**config.mk**
```make
export PLATFORM = sky130hd
export DESIGN_NAME = mcdf_reg_bank
export DESIGN_NICKNAME = d
export VERILOG_FILES = /design/src/rtl/mcdf_reg_bank.sv
export SDC_FILE = /design/constraint.sdc
export NUM_CORES = 1
export LEC_CHECK = 0
export BUFFER_PORTS_ARGS = -buffer_cell sky130_fd_sc_hd__buf_2
export CAP_MARGIN = 20
export CORE_MARGIN = 2
export CORE_UTILIZATION = 45
export CTS_CLUSTER_DIAMETER = 30
export DETAILED_ROUTE_END_ITERATION = 10
export PLACE_DENSITY = 0.81
export SYNTH_ARGS = -nofsm -noshare
export SYNTH_HDL_FRONTEND = slang
export SYNTH_SLANG_ARGS = --single-unit
```
**constraint.sdc**
```tcl
create_clock -name clk -period 4.2 [get_ports clk]
set_clock_uncertainty 0.2 [all_clocks]
set_input_delay 0.42 -clock clk [delete_from_list [all_inputs] [get_ports clk]]
set_output_delay 0.42 -clock clk [all_outputs]
set_load 0.02 [all_outputs]
```
**src/rtl/mcdf_reg_bank.sv**
```systemverilog
// mcdf_reg_bank -- control/status register bank for the MCDF formatter.
//
// Per channel i (0..CH_NUM-1):
//   CTRL[i] @ 0x00+4*i  R/W  bit0 en, bits[2:1] prio, bits[5:3] len, rest reads 0
//   STAT[i] @ 0x20+4*i  RO   zero-extended cmd_fifo_slack[i]
//   IRQ     @ 0x40           only when MCDF_SLACK_IRQ_EN is defined:
//                            bits[CH_NUM-1:0] sticky flags (W1C),
//                            bits[CH_NUM+7:8] interrupt mask (R/W)
//
// Command protocol (one-hot FSM IDLE/WR/RD_PRE/RD):
//   a write commits on every edge where cmd=WR moves the FSM into WR;
//   a read latches the address entering RD_PRE, loads cmd_data_out when
//   leaving it, and strobes cmd_rd_valid during RD.
//
// Ports:
//   clk, rst_n          clock, asynchronous active-low reset
//   cmd                 00 IDLE, 01 WR, 11 RD, 10 treated as IDLE
//   cmd_addr            byte address
//   cmd_data_in         write data
//   cmd_fifo_slack      packed slack, channel i at [i*SLACK_W +: SLACK_W]
//   cmd_data_out        registered read data
//   cmd_rd_valid        one-cycle strobe, cmd_data_out valid
//   cmd_err             one-cycle strobe, illegal access
//   cmd_slave_en        per-channel enables
//   cmd_fifo_priority   packed 2-bit priorities
//   cmd_fifo_length     packed 3-bit length codes
//   cmd_irq             registered interrupt (0 unless MCDF_SLACK_IRQ_EN)
module mcdf_reg_bank #(
  parameter int CH_NUM  = 3,
  parameter int DW      = 32,
  parameter int AW      = 8,
  parameter int SLACK_W = 7
) (
  input  logic                        clk,
  input  logic                        rst_n,
  input  logic [1:0]                  cmd,
  input  logic [AW-1:0]               cmd_addr,
  input  logic [DW-1:0]               cmd_data_in,
  input  logic [CH_NUM*SLACK_W-1:0]   cmd_fifo_slack,
  output logic [DW-1:0]               cmd_data_out,
  output logic                        cmd_rd_valid,
  output logic                        cmd_err,
  output logic [CH_NUM-1:0]           cmd_slave_en,
  output logic [CH_NUM*2-1:0]         cmd_fifo_priority,
  output logic [CH_NUM*3-1:0]         cmd_fifo_length,
  output logic                        cmd_irq
);

  localparam logic [1:0] CMD_WR = 2'b01;
  localparam logic [1:0] CMD_RD = 2'b11;

`ifdef MCDF_SLACK_IRQ_EN
  localparam bit IRQ_EN = 1'b1;
`else
  localparam bit IRQ_EN = 1'b0;
`endif

  typedef enum logic [3:0] {
    S_IDLE   = 4'b0001,
    S_WR     = 4'b0010,
    S_RD_PRE = 4'b0100,
    S_RD     = 4'b1000
  } state_t;

  typedef struct packed {
    logic       ctrl;
    logic       stat;
    logic       irq;
    logic [2:0] idx;
  } dec_t;

  // Classify an address; anything not flagged is illegal.
  function automatic dec_t decode(input logic [AW-1:0] a);
    dec_t d;
    d     = '0;
    d.idx = a[4:2];
    if (a[1:0] == 2'b00) begin
      d.ctrl = (a[AW-1:5] == '0) && (int'(a[4:2]) < CH_NUM);
      d.stat = (a[AW-1:6] == '0) && a[5] && (int'(a[4:2]) < CH_NUM);
      d.irq  = IRQ_EN && (a == AW'('h40));
    end
    return d;
  endfunction

  state_t              state_q, state_d;
  logic [AW-1:0]       rd_addr_q;
  logic [CH_NUM-1:0]   en_q;
  logic [CH_NUM*2-1:0] prio_q;
  logic [CH_NUM*3-1:0] len_q;
  logic [DW-1:0]       rd_word;
  logic [DW-1:0]       irq_word;
  dec_t                wdec, rdec;
  logic                wr_fire, wr_ctrl, wr_illegal, rd_illegal;

  // Only the low control bits and (optionally) the IRQ fields are stored.
  logic unused_data;
  assign unused_data = ^cmd_data_in;

  assign wdec       = decode(cmd_addr);
  assign rdec       = decode(rd_addr_q);
  assign wr_fire    = (state_q != S_RD_PRE) && (cmd == CMD_WR);
  assign wr_ctrl    = wr_fire && wdec.ctrl;
  assign wr_illegal = !(wdec.ctrl || wdec.irq);
  assign rd_illegal = !(rdec.ctrl || rdec.stat || rdec.irq);

  // ---------------- FSM: state register ----------------
  // NOTE: sequential state uses non-blocking (<=) so every flop samples
  // pre-edge values regardless of process ordering.
  always_ff @(posedge clk or negedge rst_n) begin
    if (!rst_n) state_q <= S_IDLE;
    else        state_q <= state_d;
  end

  // ---------------- FSM: next state ----------------
  // NOTE: every always_comb output gets a default first so no path can
  // leave it unassigned and infer a latch.
  always_comb begin
    state_d = S_IDLE;
    if (state_q == S_RD_PRE) begin
      state_d = S_RD;                   // cmd ignored while the mux settles
    end else begin
      case (cmd)
        CMD_WR:  state_d = S_WR;
        CMD_RD:  state_d = S_RD_PRE;
        default: state_d = S_IDLE;
      endcase
    end
  end

  // ---------------- FSM: outputs ----------------
  always_comb begin
    cmd_rd_valid = (state_q == S_RD);
  end

  // ---------------- control registers ----------------
  always_ff @(posedge clk or negedge rst_n) begin
    if (!rst_n) begin
      en_q   <= '0;
      prio_q <= '1;
      len_q  <= '0;
    end else begin
      for (int i = 0; i < CH_NUM; i++) begin
        if (wr_ctrl && (wdec.idx == 3'(i))) begin
          en_q[i]          <= cmd_data_in[0];
          prio_q[i*2 +: 2] <= cmd_data_in[2:1];
          len_q[i*3 +: 3]  <= cmd_data_in[5:3];
        end
      end
    end
  end

  assign cmd_slave_en      = en_q;
  assign cmd_fifo_priority = prio_q;
  assign cmd_fifo_length   = len_q;

  // ---------------- read path ----------------
  always_comb begin
    rd_word = '0;
    for (int i = 0; i < CH_NUM; i++) begin
      if (rdec.ctrl && (rdec.idx == 3'(i)))
        rd_word = DW'({len_q[i*3 +: 3], prio_q[i*2 +: 2], en_q[i]});
      if (rdec.stat && (rdec.idx == 3'(i)))
        rd_word = DW'(cmd_fifo_slack[i*SLACK_W +: SLACK_W]);
    end
    if (rdec.irq) rd_word = irq_word;
  end

  always_ff @(posedge clk or negedge rst_n) begin
    if (!rst_n) begin
      rd_addr_q    <= '0;
      cmd_data_out <= '0;
      cmd_err      <= 1'b0;
    end else begin
      if (state_d == S_RD_PRE) rd_addr_q <= cmd_addr;
      if (state_q == S_RD_PRE) cmd_data_out <= rd_illegal ? '0 : rd_word;
      // Read errors line up with the RD cycle, write errors with the
      // cycle after the write edge.
      cmd_err <= ((state_q == S_RD_PRE) && rd_illegal) || (wr_fire && wr_illegal);
    end
  end

  // ---------------- optional slack interrupt ----------------
`ifdef MCDF_SLACK_IRQ_EN
  logic [CH_NUM-1:0] flag_q, mask_q, slack_nz, slack_nz_q, irq_set, irq_clr;
  logic              wr_irq, irq_q;

  assign wr_irq = wr_fire && wdec.irq;

  always_comb begin
    slack_nz = '0;
    irq_set  = '0;
    for (int i = 0; i < CH_NUM; i++) begin
      slack_nz[i] = |cmd_fifo_slack[i*SLACK_W +: SLACK_W];
      irq_set[i]  = en_q[i] && slack_nz_q[i] && !slack_nz[i];
    end
    irq_clr = wr_irq ? cmd_data_in[CH_NUM-1:0] : '0;
  end

  always_ff @(posedge clk or negedge rst_n) begin
    if (!rst_n) begin
      slack_nz_q <= '0;
      flag_q     <= '0;
      mask_q     <= '0;
      irq_q      <= 1'b0;
    end else begin
      slack_nz_q <= slack_nz;
      flag_q     <= irq_set | (flag_q & ~irq_clr);   // set beats clear
      if (wr_irq) mask_q <= cmd_data_in[8 +: CH_NUM];
      irq_q      <= |(flag_q & mask_q);
    end
  end

  always_comb begin
    irq_word               = '0;
    irq_word[CH_NUM-1:0]   = flag_q;
    irq_word[8 +: CH_NUM]  = mask_q;
  end

  assign cmd_irq = irq_q;
`else
  assign irq_word = '0;
  assign cmd_irq  = 1'b0;
`endif

endmodule
```
==> Yosys cells after proc, flatten, opt, wreduce, memory -nomap -nowiden <==
Cells that the tools add are included.
{ "word_totals": {"reg_bits": 63, "input_bits": 65, "out_inout_bits": 53, "word_cells": 70} }
{ "op_classes": {"order_cmp": 2, "n_eq_ne": 10, "mux": 12, "n_reduce_logical": 33} }
{ "ops": {"columns": ["operator", "n"], "rows": [
  ["2-to-1 mux 32 bit", 6],
  ["logical AND 1 bit", 19],
  ["logical NOT 3 bit", 4],
  ["equality test 4 x 3 -> 1 bit (second input constant)", 2],
  ["logical NOT 2 bit", 4],
  ["2-to-1 mux 7 bit", 1],
  ["equality test 3 x 1 -> 1 bit (second input constant)", 2],
  ["equality test 3 x 2 -> 1 bit (second input constant)", 2],
  ["less-than comparator 3 x 2 -> 1 bit (second input constant)", 2],
  ["2-to-1 mux 3 bit", 2],
  ["2-to-1 mux 6 bit", 1],
  ["case mux 3 bit (2 select lines)", 1],
  ["equality test 4 bit (second input constant)", 1],
  ["logical OR 1 bit", 4],
  ["2-to-1 mux 4 bit", 1],
  ["inequality test 4 x 3 -> 1 bit (second input constant)", 1],
  ["equality test 2 x 1 -> 1 bit (second input constant)", 1],
  ["equality test 2 bit (second input constant)", 1],
  ["logical NOT 1 bit", 2]
]} }

==> Longest topological paths before layout <==
{ "depth": {"word_depth": 13, "depth_mapped": 5, "depth_no_buf": 4} }

==> Worst setup path before layout <==
OpenSTA, ideal clock, no wires.
{ "synth_timing": {"path_type": "input to register", "startpoint": "in cmd_addr[7]", "endpoint": "reg len_q[6], in the netlist cmd_fifo_length[6]", "setup_ns": 0.125, "arrival_ns": 1.586, "t_required_ns": 3.875, "slack_ns": 2.289, "cell_stages": 4, "n_path_buf": 0, "path_cell_list": "nor4_2 nand2_2 nor4b_4 mux2_2"} }
{ "synth_via": {"elab_chain_len": 5} }
{ "synth_rtl": {"columns": ["item", "line", "source"], "rows": [
  ["from (decl)", "37", "input logic [AW-1:0] cmd_addr,"],
  ["logical NOT 3 bit", "78", "d.ctrl = (a[AW-1:5] == '0) && (int'(a[4:2]) < CH_NUM);"],
  ["logical AND 1 bit", "78", null],
  ["2-to-1 mux 3 bit", "77", "if (a[1:0] == 2'b00) begin"],
  ["logical AND 1 bit", "102", "assign wr_ctrl = wr_fire && wdec.ctrl;"],
  ["logical AND 1 bit", "143", "if (wr_ctrl && (wdec.idx == 3'(i))) begin"],
  ["to (signal, indexed assignment)", "146", "len_q[i*3 +: 3] <= cmd_data_in[5:3];"],
  ["to (decl)", "89", "logic [CH_NUM*3-1:0] len_q;"]
]} }
Every way passes these cells.
A chain may end at the register's enable or synchronous reset.

==> Worst setup path after layout <==
{ "layout_timing": {"startpoint": "reg state_q[0]", "endpoint": "reg len_q[8], in the netlist cmd_fifo_length[8]"} }
{ "layout_via": {"elab_chain_len": 4} }
{ "layout_rtl": {"columns": ["item", "line", "source"], "rows": [
  ["from (decl)", "85", "state_t state_q, state_d;"],
  ["from (signal assigned)", "111", "else state_q <= state_d;"],
  ["inequality test 4 x 3 -> 1 bit", "101", "assign wr_fire = (state_q != S_RD_PRE) && (cmd == CMD_WR);"],
  ["logical AND 1 bit", "101", null],
  ["logical AND 1 bit", "102", null],
  ["logical AND 1 bit", "143", null]
]} }
Every way passes these cells.

==> summary.md <==
| Metric | Value |
|---|---|
| Status | `complete, no violations` |
| Global route overflow | `0` |
| Area grow syn2layout | `15.7%` |
| R2r worst-path depth | `4` |
| Synth top area cells | `dfrtp_1 37%, mux2_2 10%, buf_4 9.3%` |
| RSZ-0062 raised after global routing | `no` |
| Post-Syn Area per Cell | `roughly 12 sq um` |
| Vias | `approximately 1600` |
| H-tree depth | `2` |
| Cell Rows | `24` |
| WS Path Type | `reg -> reg` |
| Layout fillers | `397` |
| Starting Density | `between 40% and 50%` |
| Port bufs | `65` |
| Peak VDD IR | `between 0.2 and 0.25 mV` |
| Worst reg2reg endpoint | `cmd_fifo_length[8]` |
| Final setup viols | `0` |
| Largest net degree at the start of global routing | `39` |
| Die Wd | `72.3 microns` |
| Post-synth top cells | `31 x dfrtp_1, 26 x buf_4, 19 x mux2_2, 11 x nor2_1, 11 x o21ai_0` |
| Setup bufs post-CTS | `0` |
| Pre-Repair DR Iteration Count | `4` |
| Sequential area share after synthesis | `~46%` |
| Startpoint Class | `register` |
| Die area | `around 5200 sq um` |
| Pre-CTS setup slack | `around 1.9 ns` |
| Final setup margin | `between 2 and 2.5 ns` |
| Yosys warns | `0` |
| LEAKAGE | `about 1.2 nW` |
| R2r setup slk | `roughly 2 ns` |
| Final nets | `just over 300` |
| Worst EP arrival | `about 2.2 ns` |
| Setup TNS | `0 ns` |
| Die H | `72.3 microns` |
| Skew-Pair Late Insertion Delay | `approximately 0.29 ns` |
| Post-synth EDFFs | `0` |
| Gr usage total | `between 15 and 20%` |
| Initial antenna violation count | `0` |
| Post-CTS sizing | `0` |
| DRT antenna net count | `0` |
| Data required, critical path | `about 4.2 ns` |
| F_max | `459 MHz` |
| Top cell type's share of synthesized area | `between 30% and 40%` |
| Clock root buffer | `clkbuf_8` |
| Async S/R FF share, synth | `100%` |
| Critical-path maximum fanout | `14` |
| DR WL/cell | `15.0 microns` |
| Largest area contributor in the netlist | `dfrtp_1` |
| Routability cong. | `~0.8` |
| Core area | `approximately 4400 sq um` |
| Count of final hold-check violations | `0` |
| Vias in the first global route | `~1500` |
| WL final | `approximately 4500 microns` |
| CTS sink count | `38` |
| Final min period | `about 2.2 ns` |
| Cell Area, Synth | `~2100 sq um` |
| Inserted Diodes | `0` |
| Crit path capture type | `register` |
| Prevailing post-synth register cell | `dfrtp_1` |
| Via-per-instance ratio | `roughly 5.2` |
| Count leader, synth | `dfrtp_1` |
| Worst Tran Pin Value | `between 0.8 and 0.9 ns` |
| Reg-to-reg critical path startpoint | `state_q[0]` |
| HP Class | `in -> async` |
| First-iteration detailed-routing DRC count | `approximately 80` |
| Slew Viols, Final | `0` |
| Yosys reg bits | `38` |
| Boundary Pins | `~120` |
| Post-CTS Hold Fix Bufs | `0` |
| Worst hold slack | `0.0116 ns` |
| Clock-pin slew on the worst setup and hold paths | `0.07 ns` |
| Relative slew slack | `45.2%` |
| Ratio of cells with drive above 1 in the final layout | `45.7%` |
| Netlist cell types | `40` |
| Residual DRC count | `0` |
| Max Cap Viol | `0` |
| Crit share post-route | `just over 50%` |
| CTS max path bufs | `2` |
| Mapped Cells | `approximately 180` |
| Global-route wire length before repair | `about 7000 microns` |
| Pwr Density | `between 300 and 400 nW/um^2` |
| CTS buffer count | `5` |
| CTS tree | `built` |
through the flow:
stage,cells,total power [mW],cell area [sq um],utilization (%)
final,297,0.850,2430,55.0
after global routing,297,0.887,2430,55.0
after CTS,297,0.852,2430,55.0
after detailed placement,289,0.613,2350,53.2
after global placement,289,0.606,2350,53.2
after floorplan,206,0.570,2190,-
logic make-up (layout without fill, tap and decap cells):
family,after synthesis,count (layout),share of synthesized area (%)
AOI/OAI and AO/OA,29,29,9.72
buffers and inverters,38,77,11.9
DFF,38,38,45.7
muxes,33,33,18.5
other,1,26,0.179
and+or+nand+nor,42,42,13.9
report_power, final:
group / switching (mW) / leakage [nW] / internal, mW
Sequential: 0.0427 / 0.483 / 0.391
Combinational: 0.0971 / 0.725 / 0.0771
Clock: 0.124 / 0.0395 / 0.118
worst max path at each step:
stage	start	endpoint	slack, ns	depth (start not counted)
after floorplan	cmd_addr[7]	cmd_fifo_length[6]	2.29	4
after global placement	cmd_addr[7]	cmd_fifo_length[8]	1.97	5
after detailed placement	cmd_addr[7]	cmd_fifo_length[8]	1.94	5
after CTS	state_q[0]	cmd_fifo_length[8]	2.01	4
after global routing	state_q[0]	cmd_fifo_length[7]	1.93	4
final	state_q[0]	cmd_fifo_length[8]	2.02	4
sequential cells by signal, indices dropped and copies added (netlist names):
name and flops:
cmd_data_out 7, cmd_err 1, cmd_fifo_length 9, cmd_fifo_priority 6
cmd_slave_en 3, rd_addr_q 8, state_q 4
cell usage in the layout (no fill, tap or decap), drive strengths merged, types with 2 or more instances in the layout:
| cell type | synthesis | routed |
|---|---|---|
| a21oi | 2 | 2 |
| a32o | 3 | 3 |
| and3 | 2 | 2 |
| buf | 29 | 65 |
| clkbuf | 5 | 8 |
| conb | 1 | 26 |
| dfrtp | 31 | 31 |
| dfstp | 7 | 7 |
| inv | 4 | 4 |
| mux2 | 26 | 26 |
| mux2i | 7 | 7 |
| nand2 | 8 | 8 |
| nand3 | 2 | 2 |
| nor2 | 11 | 11 |
| nor2b | 2 | 2 |
| nor3 | 9 | 9 |
| nor4 | 3 | 3 |
| nor4b | 2 | 2 |
| o21ai | 11 | 11 |
| o32ai | 3 | 3 |
layout make-up:
type | count | area (sq um) | share of cell area (%)
repair buffers | 65 | 325 | 13.4
flip-flops and latches | 38 | 960 | 39.5
multi-input cells | 130 | 982 | 40.5
well taps | 52 | 65.1 | 2.68
clock buffers | 8 | 80.1 | 3.30
inverters | 4 | 15.0 | 0.619
worst max-delay path, stage by stage (launching register included):
cell and delay (ns):
dfstp_2 0.53, or4b_4 0.22, nand3b_4 0.16, nor4b_4 0.55, mux2_2 0.40
metal layers:
metal | track usage (%) | part of all wire (%)
met5 | 0 | 0
met4 | 8.81 | 2.0
met3 | 2.78 | 7.2
met2 | 27.5 | 47
met1 | 24.5 | 44
Note: power is estimated with default switching activity, not from simulation.
